--- config.mk ---
export PLATFORM = sky130hd
export DESIGN_NAME = gate_sweeper
export DESIGN_NICKNAME = d
export VERILOG_FILES = /design/src/rtl/gate_sweep_pkg.sv /design/src/rtl/gate_sweeper_dwell_counter.sv /design/src/rtl/gate_sweeper.sv
export SDC_FILE = /design/constraint.sdc
export NUM_CORES = 1
export LEC_CHECK = 0
export ABC_AREA = 1
export CORE_MARGIN = 1.5
export CORE_UTILIZATION = 35
export DETAILED_ROUTE_END_ITERATION = 10
export DONT_BUFFER_PORTS = 1
export PLACE_DENSITY = 0.46
export SYNTH_ARGS = -nofsm -noshare
export SYNTH_HDL_FRONTEND = slang
export SYNTH_SLANG_ARGS = --single-unit
--- constraint.sdc ---
create_clock -name clk -period 2.2 [get_ports clk]
set_clock_uncertainty 0.15 [all_clocks]
set_input_delay 0.33 -clock clk [delete_from_list [all_inputs] [get_ports clk]]
set_output_delay 0.33 -clock clk [all_outputs]
set_load 0.1 [all_outputs]
--- src/rtl/gate_sweep_pkg.sv ---
// Shared types and sizes for the gate sweeper: FSM states, vector count, counter widths.
package gate_sweep_pkg;

  typedef enum logic [1:0] {
    IDLE   = 2'd0,
    DRIVE  = 2'd1,
    FINISH = 2'd2
  } state_t;

  localparam int NUM_VEC = 4;
  localparam int CNT_W   = 8;
  localparam int IDX_W   = $clog2(NUM_VEC);

endpackage

--- src/rtl/gate_sweeper_dwell_counter.sv ---
// Modulo-DWELL counter: counts while enabled, pulses wrap on the final count and restarts.
module dwell_counter
  import gate_sweep_pkg::*;
#(
  parameter int DWELL = 10,
  parameter int W     = CNT_W
) (
  input  logic clk,
  input  logic rst,
  input  logic en,
  input  logic clear,
  output logic wrap
);

  logic [W-1:0] count;

  assign wrap = en && (count == W'(DWELL - 1));

  // NOTE: sequential state uses non-blocking assignments so every flop samples pre-edge values.
  always_ff @(posedge clk or posedge rst) begin
    if (rst) begin
      count <= '0;
    end else if (clear || wrap) begin
      count <= '0;
    end else if (en) begin
      count <= count + W'(1);
    end
  end

endmodule

--- src/rtl/gate_sweeper.sv ---
// Sweeps a 2-input gate through vectors 00,01,10,11, captures its truth table and compares
// it to EXPECTED. Define GATE_SWEEPER_REPEAT_EN to allow back-to-back sweeps from FINISH.
module gate_sweeper
  import gate_sweep_pkg::*;
#(
  parameter int                 DWELL    = 10,
  parameter logic [NUM_VEC-1:0] EXPECTED = 4'b1000
) (
  input  logic               clk,
  input  logic               rst,
  input  logic               start,
  output logic               in1,
  output logic               in2,
  input  logic               out_dut,
  output logic               busy,
  output logic               done,
  output logic [NUM_VEC-1:0] truth_table,
  output logic               pass
);

  state_t             state, state_next;
  logic [IDX_W-1:0]   idx;
  logic               wrap;
  logic               sweep_start;
  logic               last_vec;

  dwell_counter #(.DWELL(DWELL), .W(CNT_W)) u_dwell (
    .clk   (clk),
    .rst   (rst),
    .en    (state == DRIVE),
    .clear (state != DRIVE),
    .wrap  (wrap)
  );

  assign last_vec = (idx == IDX_W'(NUM_VEC - 1));
  assign busy     = (state == DRIVE);
  // idx keeps its last value after a sweep, so the stimulus is gated by the state.
  assign in1      = busy & idx[1];
  assign in2      = busy & idx[0];

  // NOTE: every combinational output gets a default first so no path can infer a latch.
  always_comb begin
    state_next  = state;
    sweep_start = 1'b0;
    case (state)
      IDLE: begin
        if (start) begin
          state_next  = DRIVE;
          sweep_start = 1'b1;
        end
      end
      DRIVE: begin
        if (wrap && last_vec) state_next = FINISH;
      end
      FINISH: begin
`ifdef GATE_SWEEPER_REPEAT_EN
        if (start) begin
          state_next  = DRIVE;
          sweep_start = 1'b1;
        end else begin
          state_next = IDLE;
        end
`else
        state_next = IDLE;
`endif
      end
      default: state_next = IDLE;
    endcase
  end

  always_ff @(posedge clk or posedge rst) begin
    if (rst) begin
      state       <= IDLE;
      idx         <= '0;
      truth_table <= '0;
      done        <= 1'b0;
      pass        <= 1'b0;
    end else begin
      state <= state_next;
      // The final table bit lands on the FINISH entry edge, so done/pass register out of FINISH.
      done  <= (state == FINISH);
      if (state == FINISH) pass <= (truth_table == EXPECTED);
      if (sweep_start) begin
        idx         <= '0;
        truth_table <= '0;
      end else if (busy && wrap) begin
        truth_table[idx] <= out_dut;
        if (!last_vec) idx <= idx + IDX_W'(1);
      end
    end
  end

endmodule
* Word level (Yosys, flattened, before mapping) *
Index checks and enable logic that the tools add are counted.

storage, ports and cells
  word-level logic and storage cells = 46
  register bits = 18
  output and inout bits = 9
  input bits = 4

cells by class
  reduce and logical (&&, ||, !) cells = 10
  equal/unequal tests = 9
  $add $sub $neg = 2
  $lt $le $gt $ge = 2
  muxes and demuxes = 15
  bitwise gates (word level) = 2

operators by type and width
  cell                                                                           number
  8-bit two-way mux                                                              2
  2-bit two-way mux                                                              5
  8-bit by 1-bit adder with 8-bit output (second input constant)                 1
  8-bit by 4-bit == test with 1-bit output (second input constant)               1
  4-bit two-way mux                                                              2
  4-bit bitwise mux                                                              1
  2-bit == test (second input constant)                                          2
  4-bit == test (second input constant)                                          1
  1-bit logical AND                                                              4
  2-bit by 1-bit != test with 1-bit output (second input constant)               2
  2-bit != test (second input constant)                                          2
  2-bit case mux with 2 select lines                                             1
  2-bit AND reduction                                                            2
  2-bit nonzero test                                                             2
  2-bit by 3-bit less-than comparator with 1-bit output (second input constant)  1
  1-bit two-way mux                                                              3
  2-bit by 1-bit adder with 2-bit output (second input constant)                 1
  1-bit AND                                                                      2
  1-bit demux with 2-bit select                                                  1
  2-bit by 1-bit == test with 1-bit output (second input constant)               1
  2-bit by 1-bit >= comparator with 1-bit output (second input constant)         1
  2-bit logical NOT                                                              1
  1-bit logical OR                                                               1

* Logic depth before layout (Yosys ltp) *
Gate-level depths: netlist of the first run.

  depth after elaboration = 7
  gate-level depth with buffers = 9
  gate-level depth less buffers = 9

* By module *
From an unflattened synthesis of the first run, not the netlist that was laid out.

second synthesis, totals
  cells, all modules = 133
  area total of the unflattened synthesis = 1043.5 µm²

modules (own cells, without submodules)
  module         area each (µm²)  cells each  instances  seq. area each (µm²)
  gate_sweeper   556.8            70          1          250.2
  dwell_counter  486.7            63          1          200.2

* Worst setup path after synthesis of the first run *
OpenSTA, ideal clock, no wires.

  path type = reg-to-output
  start point = register state[1]
  end point = output port in1
  path buffers = 0
  arrival = 2.196 ns
  data required time = 1.720 ns
  slack = -0.476 ns
  cell stages (with the launch flop) = 4
  cells stage by stage = dfrtp_1 > nor2_8 > inv_2 > nor2_1

between the ends
  word-level cells in the longest chain between the ends = 2

RTL lines
  element                                   RTL line            source
  start, declared                           gate_sweeper.sv:21  state_t state, state_next;
  start signal, assigned                    gate_sweeper.sv:79  state <= state_next;
  2-bit by 1-bit == test with 1-bit output  gate_sweeper.sv:36  assign busy = (state == DRIVE);
  net busy                                  gate_sweeper.sv:15  output logic busy,
  1-bit AND                                 gate_sweeper.sv:38  assign in1 = busy & idx[1];
  end, declared                             gate_sweeper.sv:12  output logic in1,

The timed path passes the listed nets, and every way through them passes these cells.

* Worst setup path after layout of the first run *
  start point = register state[1]
  end point = output port in1

between the ends
  word-level cells in the longest chain between the ends = 2

RTL lines
  element                                   RTL line
  2-bit by 1-bit == test with 1-bit output  gate_sweeper.sv:36
  1-bit AND                                 gate_sweeper.sv:38

Every way passes these cells.

==> results, run 1 <==
- The worst slack after detailed placement is 0.708 ns.
- The number of pins with negative max-slew slack in the final report was 0.
- The run finished with clean final reports.
- Summed over all cells, the static leakage comes to 0.631 nW.
- The design internal power is 836 µW.
- In this run the remaining antenna-violating nets after routing total 0.
- The data required time at the worst endpoint is 1.72 ns.
- For the pin with the worst max-slew slack, the measured transition is 0.678 ns.
- Synthesis produced 130 cells.
- After the first detailed-routing iteration, the DRC count stood at 16.
- The post-synthesis register bit count is 18.
- The cell accounting for the most synthesized area is dfrtp_1.
- The number of library cell types mapped by synthesis is 22.
- After clock tree synthesis, the clock-pin slew on the worst setup and hold paths is 0.11 ns.
- For this block, the routed nets add up to approximately 1900 µm of wire.
- Summing all multi-input logic gate instances after layout gives 484 µm².
- For this run, the total global-route usage over all layers was measured as 0.134.
- The reported max-cap violation count is 0.
- The number of synthesis warnings is 0.
- The synthesized area is between 1000 and 1500 µm².
- The worst hold-check path type is primary input to flip-flop.
- The top-level I/O count is 13.
- In this run the worst path has a maximum fanout of 7.
- The number of buffers on the longest clock path is 2.
- The share of total power dissipated in combinational logic is 0.600.
- The shortest period the worst path allows is 1.83 ns.
- The antenna cell count is 0.
- The die covers ~3300 µm².
- The fraction of layout cells with a size suffix above 1 is 0.181.
- By area the synthesized netlist is led by dfrtp_1, nand2_1, inv_1.
- In the final routed layout, each cell accounts on average for 10.9 µm.
- The first global-routing pass estimated around 3400 µm of wire.
- The average instance area after synthesis is roughly 8 µm².
- Measured against its own limit, the worst slew margin works out to 0.547.
- The critical path class is flip-flop to output port.
- The maximum number of pins on one net before global-route repair is 19.
- The post-layout worst setup margin is 0.367 ns.
- The proportion of netlist area held by the largest area contributor is 0.439.
- The initial standard-cell utilization of the core is 0.372.
- The switching part of the total is 0.537.
- Summing all placed instances gives a cell area of 1160 µm².
- The number of cells on the worst reg-to-reg path is 9.
- For this run the aggregate overflow at the end of global routing stands at 0.
- The number of nets in the final layout is between 150 and 200.
- The root buffer cell is clkbuf_4.
- The filler-free cell count of the finished design is 175.
- STA classifies the critical path startpoint as a flip-flop.
- At the worst endpoint, the arrival time is 1.35 ns.
- Across all hold checks on the routed design, the worst slack comes to 0.0399 ns.
- Before antenna repair, the detailed router went through 3 iterations.
- The timing-limited maximum frequency is about 0.55 GHz.
- In this run the power spent charging and discharging nets is 971 µW.
- The number of antenna violations at the first check in global routing is 0.
- Setup repair after global routing left no endpoint under its margin.
- The share of the Yosys chip area taken by registers is 0.439.
- For this design the ratio of total power to cell area is ~1500 nW/µm².
- The number of global-route vias before repair is 791.
- The die is 57.1 µm wide.
- The remaining design rule violation count is 0.
- The clock tree from TritonCTS is done.
- In the final layout, flip-flops and latches occupy 450 µm².
- The count of buffers added on input and output ports is 0.
- The congestion estimate from routability-driven global placement came to 0.730.
- Dividing the detail-routed via count by the number of cells gives 4.57.
- Of the total power, the clock network draws 0.116.
- The floorplan step set the die height to 57.1 µm.
- CTS saw 18 sinks.
- Once placement completed, the tool counted placed cells totaling 170.
- The number of rows created at floorplan is 19.
- The period utilization is 0.833.
- The largest vdd supply drop is 1010 µV.
- TritonCTS created 3 clock buffers.
- The filler cell count in the final layout is between 200 and 300.
- The final route contains 799 vias.
- Detailed placement finished with a half-perimeter wire length of 1490 µm.
- The total setup buffers inserted after CTS is 0.
- The worst hold path was traced through 2 stages.
- The total number of H-tree levels is 1.
- The total power is 1.81 mW.
- Setup violations remaining at the end of the flow were counted as 0.
- The number of hold violations in the final report came to 0.
- At the later pin of the worst-skew pair, clock insertion delay measures 0.30 ns.
- The number of nets handed over by synthesis was 140.
- The floorplan core area is between 2000 and 3000 µm².
- The type of destination of the critical path is an output port.
- Relative to the synthesized area, the layout overhead comes to 17.8%.
- The proportion of power drawn by flip-flops and latches is 0.284.
- The post-route cell area is around 1200 µm².
## synth_stat cells (all sizes together)
master  instances
nand4           2
nor2           20
nor4            1
inv            25
o21ai           6
nor3            5
nand2          27
xnor2           1
a21oi           4
ha              6
nand3          15
dfrtp          18
## area by class of cell
type	instances	area share
tap	31	0.0321
clock buffer	4	0.0300
sequential	18	0.373
inverter	25	0.0797
timing repair buffer	10	0.0849
multi-input combinational	87	0.401
## registers in the layout, indices dropped and copies added (netlist names)
| register | count |
|---|---|
| state | 2 |
| idx | 2 |
| truth_table | 4 |
| u_dwell.count | 8 |
| pass | 1 |
| done | 1 |
## placed cells by master, fill, tap and decap left out, types with 2 or more instances in the layout
cell type  synthesis  final
nor2_2             1      3
nand2_1           26     26
inv_2              3      3
dfrtp_1           18     18
buf_12             0      2
nand4_1            2      2
o21ai_1            3      3
clkbuf_4           0      3
nand3_1           13     13
inv_1             21     21
a21oi_1            4      4
nor2_1            17     15
nor3_1             5      5
o21ai_0            2      2
buf_4              0      7
ha_1               6      6
## cells by family after synthesis
family                   synth area share
AND/OR/NAND/NOR                     0.333
flip-flops                          0.439
AO/OA/AOI/OAI                      0.0524
buffers and inverters              0.0939
adder cells (fa/ha/maj)            0.0732
XOR/XNOR                          0.00854
## worst max-delay path, cell delays in order, from the launching register on
cell	delay, ns
dfrtp_1	0.46
nor2_8	0.18
inv_2	0.08
nor2_2	0.14
buf_12	0.19
## what timing repair did
item,in CTS,in global routing
hold buffers,1,0
hold endpoints to repair,18,0
gates resized for setup,0,0
## power groups by stage
stage                     combinational [mW]  sequential (mW)  clock (mW)
after detailed placement                1.09            0.523           0
after CTS                               1.09            0.516       0.220
after floorplan                        0.650            0.705           0
final                                   1.08            0.514       0.210
after global placement                  1.08            0.522           0
after global routing                    1.19            0.533       0.231
## per-stage QoR
step | TNS, ns | util
finish | 0 | 0.438
global route | 0 | 0.438
CTS | 0 | 0.438
detailed placement | 0 | 0.422
global placement | 0 | 0.422
floorplan | -0.0546 | -
## layer usage
layer | GRT usage | wire [µm] | vias up
met5 | 0 | 0 | -
met4 | 0.0399 | 17 | 0
met1 | 0.181 | 993 | 352
met2 | 0.205 | 811 | 12
li1 | - | - | 433
met3 | 0.0431 | 79 | 2
## path summary, 6_finish.rpt
path	startpoint	endpoint	slack [ns]
worst min register to register	state[0]	done	0.35
worst max register to register	u_dwell.count[1]	truth_table[0]	0.72
worst min-delay path	out_dut	truth_table[3]	0.04
max in group asynchronous	rst	done	1.05
min in group asynchronous	rst	u_dwell.count[1]	0.42
worst max-delay path	state[1]	in1	0.37
Power figures use the tool's default switching activity.
==> inputs of run 2 (changes only) <==
--- a/config.mk
+++ b/config.mk
@@ -5,7 +5,7 @@
 export SDC_FILE = /design/constraint.sdc
 export NUM_CORES = 1
 export LEC_CHECK = 0
-export ABC_AREA = 1
+export ABC_AREA = 0
 export CORE_MARGIN = 1.5
 export CORE_UTILIZATION = 35
 export DETAILED_ROUTE_END_ITERATION = 10
==> constraint.sdc (replaced) <==
create_clock -name clk -period 1.7 [get_ports clk]
set_clock_uncertainty 0.15 [all_clocks]
set_input_delay 0.255 -clock clk [delete_from_list [all_inputs] [get_ports clk]]
set_output_delay 0.255 -clock clk [all_outputs]
set_load 0.1 [all_outputs]
==> results, run 2 <==
- In this run the critical register-to-register path is captured at idx[1].
- The filler-free cell count of the finished design is 150.
- The timing-limited maximum frequency is 0.573 GHz.
- The average instance in the mapped netlist occupies between 10 and 15 µm².
- The number of global-route vias before repair was 735.
- The critical path class is flip-flop to flip-flop.
- IR analysis of the VDD net gives a maximum drop of 626 µV.
- In this design, the largest share of critical-path delay is due to simple AND/OR/NAND/NOR gates.
- The share of async-settable or async-resettable flops after synthesis is 1.00.
- The register ranked first by flip-flop count is u_dwell.count.
- The initial utilization of the core area, before any placement, comes to 0.381.
- The remaining design rule violation count is 0.
- In this run the core area contains 18 standard-cell rows.
- The placer congestion estimate is about 0.76.
- The reported leakage power is 0.610 nW.
- The number of synthesized flops with an enable pin is 0.
- The synthesized design spends more area on one cell type than any other, namely dfrtp_1.
- The type of destination of the critical path is a flip-flop.
- The number of cells on the worst reg-to-reg path is 5.
- The clock reaches the later pin of the worst-skew pair after 0.29 ns.
- In this run, the number of DRC markers left after iteration 0 of detailed routing was 19.
- Ranked by total cell area, the synthesized netlist is headed by dfrtp_1, ha_1, mux2i_1.
- The number of antenna violations at the first check in global routing was 0.
- The number of cells on the critical path is 5.
- Counting flops and latches in the post-synthesis netlist gives 18.
- The number of buffers on the longest clock path is 2.
- In this run the worst setup path begins at u_dwell.count[1].
- Of the post-synthesis cell area, the dominant cell type holds 0.465.
- In the synthesized netlist, the number of instances is 93.
- The flow ran to the end, but the final reports show violations.
- The worst path in the final design needs a cycle of 1.74 ns, including I/O delays and setup.
- The number of detailed-route iterations in the first pass is 4.
- Ranked by instance count, the synthesized netlist is headed by dfrtp_1, nand2_1, inv_1.
- The tool flagged a number of max-cap violations equal to 0.
- The floorplan core area is 2540 µm².
- The filler cell count in the final layout is 235.
- In this run the count of I/O pins placed on the die edge is 13.
- The clock edge transition at the registers on the reported setup and hold paths is 0.10 ns.
- The number of input and output port buffers inserted is 0.
- Setup repair after global routing could not meet its margin everywhere.
- The combined buffer and inverter count along the critical path is 1.
- From bottom edge to top edge, the die measures 55.6 µm.
- The period utilization is 1.03.
- The total number of H-tree levels is 1.
- For this run, the number of Yosys warnings is 0.
- In this run the worst setup path terminates at idx[1].
- The largest fanout of any net on the critical path is 3.
- In the layout the commonest cells are buf_4, dfrtp_1, nand2_1.
- The number of buffers created by CTS is 3.
- The worst setup path is launched from a flip-flop.
- For this run, the total global-route usage over all layers was measured as 0.140.
- The clock sink total is 18.
- The checks that failed: negative setup slack.
- In this run the remaining antenna-violating nets after routing total 0.
- TritonCTS built the clock tree.
- The first-pass GRT wire length is 3400 µm.
- The max-slew headroom at the worst pin is 0.784.
- dfrtp_1 is the most common cell in the netlist.
- The power density relative to cell area is 990 nW/µm².
- The total global routing overflow is 0.
- After layout, the design draws a total of between 1 and 1.5 mW.
- The root buffer cell is clkbuf_4.
- After synthesis, the netlist uses 30 different library cells.
- The startpoint identified for the worst register-to-register timing path is u_dwell.count[1].
- The die area is 3090 µm².
- The synthesized area is about 970 µm².
- The register with the most flip-flops in the layout has 8 of them.
- The number of hold violations in the final report was 0.
- The number of instances in the placed design is between 100 and 150.
- The total wire length is 2010 µm.
- The count of vias placed by the detailed router is 764.
- The area growth from synthesis to layout is 33.2%.
- The worst register-to-register path has a setup slack of -0.04 ns.
- The largest single stage delay on the critical path is between 0.4 and 0.5 ns.
- The via density per instance is 5.09.
- Measured along the x axis, the die boundary spans 55.6 µm.
- The number of nets in the final layout is 131.
- The sequential share of the synthesized area is 0.465.
- The arrival time of data at the critical path endpoint is 1.81 ns.
- In the final layout, the registers with the most flip-flops are u_dwell.count (8), truth_table (4).
- The pin slew with the least headroom to its limit is 0.324 ns.
- Traced cell by cell, the critical path runs through inv_1 -> ha_1 -> or3b_4 -> nor4_4 -> mux2i_1.
- The worst slack after detailed placement is -0.0248 ns.
- For this run, the leading register cell type out of synthesis is dfrtp_1.
- The number of nets produced by synthesis is 103.
- The worst hold-check path type is primary input to async pin.
- The total half-perimeter wirelength after legalization and detailed placement is 1540 µm.
- The maximum number of pins on one net before global-route repair is 12.
- The fraction of layout cells with a size suffix above 1 is 0.317.
- The number of pins with negative max-slew slack in the final report is 0.
- The data required time at the worst endpoint is 1.77 ns.
- Across all setup checks in the final design, the least slack found is -0.0440 ns.
- The average routed wire per standard cell is 13.4 µm.
- The number of setup violations in the final report is 3.
- The leading cell type in the layout, fill and taps excluded is buf_4.
- The slowest stage of the critical path is the or3b_4 cell.
- The antenna cell count is 0.
[run 2: logic make-up after synthesis]
group | share of synthesized area
AO/OA/AOI/OAI | 0.0724
XOR/XNOR | 0.0181
adder cells (fa/ha/maj) | 0.0775
buffers and inverters | 0.0465
flip-flops | 0.465
multiplexers | 0.0736
AND/OR/NAND/NOR | 0.247
[run 2: how the worst min path moves through the flow]
stage / slack [ns] / end / start
2_1_floorplan: 0.04 / done / rst
3_3_place_gp: -0.03 / done / rst
3_5_place_dp: -0.03 / u_dwell.count[4] / rst
4_1_cts: 0.20 / u_dwell.count[1] / rst
5_1_grt: 0.21 / u_dwell.count[1] / rst
6_report: 0.19 / pass / rst
[run 2: layout make-up]
class	count	area [µm²]	share of cell area
Multi-Input combinational cell	65	507	0.393
Sequential cell	18	450	0.349
Timing Repair Buffer	25	225	0.175
Tap cell	30	37.5	0.0291
Clock buffer	4	36.3	0.0281
Inverter	8	33.8	0.0262
[run 2: routing by layer]
layer | part of all wire | up-vias | global-route usage
met2 | 0.42 | 16 | 0.185
met5 | 0 | - | 0
li1 | - | 380 | -
met4 | 0.0074 | 0 | 0.0314
met1 | 0.54 | 366 | 0.220
met3 | 0.039 | 2 | 0.0419
[run 2: stage by stage]
step / area [µm²] / hold WS [ns] / TNS (ns) / util
after floorplan: 987 / 0.0436 / -0.152 / -
after global placement: 1180 / -0.0320 / 0 / 0.463
after detailed placement: 1180 / -0.0309 / -0.0450 / 0.463
after CTS: 1240 / 0.201 / -0.101 / 0.489
after global routing: 1290 / 0.205 / -0.865 / 0.507
final: 1290 / 0.191 / -0.0812 / 0.507
[run 2: power breakdown]
group	total (mW)	switching [mW]	leakage [nW]	internal [mW]
logic	0.513	0.301	0.350	0.212
clock network	0.262	0.131	0.0210	0.130
registers	0.503	0.0300	0.239	0.473
total	1.28	0.462	0.610	0.816
[run 2: timing repair]
action,4_1_cts,5_1_grt
hold buffers,2,0
setup buffers,1,3
pin swaps,1,0
cloned,0,0
gates resized for setup,1,4
endpoints found under the hold margin,22,0
setup endpoints to repair,3,16
==> inputs of run 3 (changes only) <==
==> constraint.sdc (replaced) <==
create_clock -name clk -period 1.7 [get_ports clk]
set_clock_uncertainty 0.15 [all_clocks]
set_input_delay 0.255 -clock clk [delete_from_list [all_inputs] [get_ports clk]]
set_output_delay 0.255 -clock clk [all_outputs]
set_load 0.01 [all_outputs]
==> results, run 3 (synthesized netlist as in run 2, its figures left out) <==
- The run finished with clean final reports.
- Setup repair after global routing could not meet its margin everywhere.
- The type of destination of the critical path is a flip-flop.
- The area growth from synthesis to layout is 17.1%.
- The largest vdd supply drop is 451 µV.
- The initial standard-cell utilization of the core is 0.381.
- CTS built an H-tree with a depth of 1.
- In this run the tightest slew margin relative to its limit is 0.759.
- For this run, design rule violations remaining after detail routing come to 0.
- For the worst setup path, the data required time is between 1.5 and 2 ns.
- In the finished design, the share of the clock period the worst path needs comes to 0.998.
- TritonCTS created 3 clock buffers.
- The die is 55.6 µm wide.
- The power density relative to cell area is 939 nW/µm².
- The design internal power is around 720 µW.
- The number of antenna violations at the first check in global routing was 0.
- The largest fanout of any net on the critical path is 2.
- Pin placement for this block handled 13 I/O pins.
- The total setup buffers inserted after CTS is 0.
- The count of routing violations after the opening detailed-route iteration is 14.
- For this block, the routed nets add up to between 1500 and 2000 µm of wire.
- Based on the critical path, the design can be clocked at up to 0.589 GHz.
- The worst hold-check path type is primary input to async pin.
- Of the total power, the clock network draws 0.188.
- The number of antenna diodes in the final layout is 0.
- Leaving out fill and tap cells, the most frequent cells in the layout are dfrtp_1, buf_4, nand2_1.
- In the final design database the tool counted 119 nets.
- Data arrives at the worst endpoint at 1.75 ns.
- The end-of-flow core utilization is 0.445.
- The number of flip-flops in the largest register is 8.
- The tightest hold margin is 0.222 ns.
- The wire-length estimate of the detail-placed layout is 1550 µm.
- The vertical die dimension is 55.6 µm.
- The number of detailed-route iterations in the first pass is 3.
- The antenna violation net count after detailed routing is 0.
- The placer congestion estimate is 0.708.
- The register ranked first by flip-flop count is u_dwell.count.
- TritonCTS built the clock tree.
- The analysis attributes to cell leakage a power of 0.531 nW.
- At the pin with the least slew margin, the transition time is approximately 0.36 ns.
- Leaving out fill and tap cells, the most frequent cell in the layout is dfrtp_1.
- The root buffer cell is clkbuf_4.
- The share of total power dissipated in sequential elements is 0.477.
- The clock edge transition at the registers on the reported setup and hold paths is 0.10 ns.
- The post-detailed-placement cell area is 1080 µm².
- The number of setup violations in the final report is 0.
- The number of hold violations in the final report is 0.
- The critical path is of the flip-flop to flip-flop type.
- After routing the design area is 1130 µm².
- The global router's overall resource usage is 0.147.
- The number of global-route vias before repair came to ~710.
- The first global-routing pass estimated 3550 µm of wire.
- The via density per instance is roughly 5.1.
- STA classifies the critical path startpoint as a flip-flop.
- Prior to clock tree synthesis, the placed netlist has a worst setup slack of -0.0435 ns.
- In this run the power spent charging and discharging nets is 347 µW.
- The count of buffers added on input and output ports is 0.
- The number of pins with negative max-slew slack in the final report is 0.
- Once routing completed, OpenROAD measured the worst setup slack at about 0.0032 ns.
- The smallest clock period supported by the final layout is computed as 1.70 ns.
- Of the total power, the share spent switching nets is 0.326.
- The maximum number of pins on one net before global-route repair is 11.
- The count of vias placed by the detailed router is 701.
- The fraction of layout cells with a size suffix above 1 is 0.234.
- Global routing finished with a remaining overflow of 0.
- The filler cell count in the final layout is about 260.
- The floorplan core area is 2540 µm².
- The tool flagged a number of max-cap violations equal to 0.
- For the worst-skew pair, the clock arrives at the later sink with an insertion delay of 0.28 ns.
- The floorplan step defined a die boundary enclosing 3090 µm².
- The floorplan has 18 rows.
- In the final layout, the registers with the most flip-flops are u_dwell.count (8), truth_table (4).
- The combinational power share is 0.335.
- The number of buffers on the longest clock path is 2.
- In the final routed layout, each cell accounts on average for 14.3 µm.
- Clock tree synthesis found a total of 18 sinks.
==> run 3: changes by cell type in the layout (fill, tap and decap cells not counted), moves of 2 or more <==
cell    previous run  this run
buf_12             2         0
buf_4             20        11
nor2_2             0         2
nor2_4             2         0
==> run 3: stage by stage <==
step | instances | power [mW] | setup TNS (ns)
after global routing | 137 | 1.16 | -0.250
final | 137 | 1.06 | 0
after CTS | 137 | 1.07 | -0.0941
after floorplan | 93 | 0.749 | -0.0315
after global placement | 132 | 0.849 | 0
after detailed placement | 132 | 0.859 | -0.0610
==> run 3: repair_timing <==
action,CTS,global route
pin swaps,1,1
cloned,0,0
endpoints found under the setup margin,2,11
resized for setup,0,5
hold buffers,2,0
hold endpoints to repair,11,0
==> run 3: area by class of cell <==
| cell class | instances | area [µm²] | area share |
|---|---|---|---|
| Multi-Input combinational cell | 65 | 490 | 0.433 |
| Sequential cell | 18 | 450 | 0.397 |
| Timing Repair Buffer | 13 | 103 | 0.0905 |
| Tap cell | 30 | 37.5 | 0.0331 |
| Inverter | 8 | 30.0 | 0.0265 |
| Clock buffer | 3 | 22.5 | 0.0199 |
==> run 3: final timing paths <==
| path | from | endpoint | slack [ns] | depth (start not counted) |
|---|---|---|---|---|
| min in group clk | start | state[0] | 0.29 | 2 |
| worst max register to register | u_dwell.count[6] | idx[0] | 0.003 | 3 |
| worst min register to register | state[0] | done | 0.34 | 1 |
| worst max-delay path | u_dwell.count[6] | idx[0] | 0.003 | 3 |
| worst min-delay path | rst | done | 0.22 | 2 |
| max in group asynchronous | rst | u_dwell.count[2] | 0.71 | 3 |
==> run 3: power groups by stage <==
stage	logic, mW	registers [mW]	clock network (mW)
after global routing	0.405	0.511	0.243
after detailed placement	0.342	0.517	0
after floorplan	0.229	0.520	0
after CTS	0.349	0.508	0.215
after global placement	0.335	0.514	0
final	0.356	0.507	0.200
==> run 3: routing by layer <==
metal,wire length [µm],global-route usage
met4,10,0.0314
met3,64,0.0535
met1,1000,0.209
met5,0,0
met2,881,0.214
==> run 3: critical path: stages (launching register included) <==
cell and delay [ns]:
dfrtp_1 0.40, or4b_4 0.56, nor4_4 0.29, mux2i_1 0.23
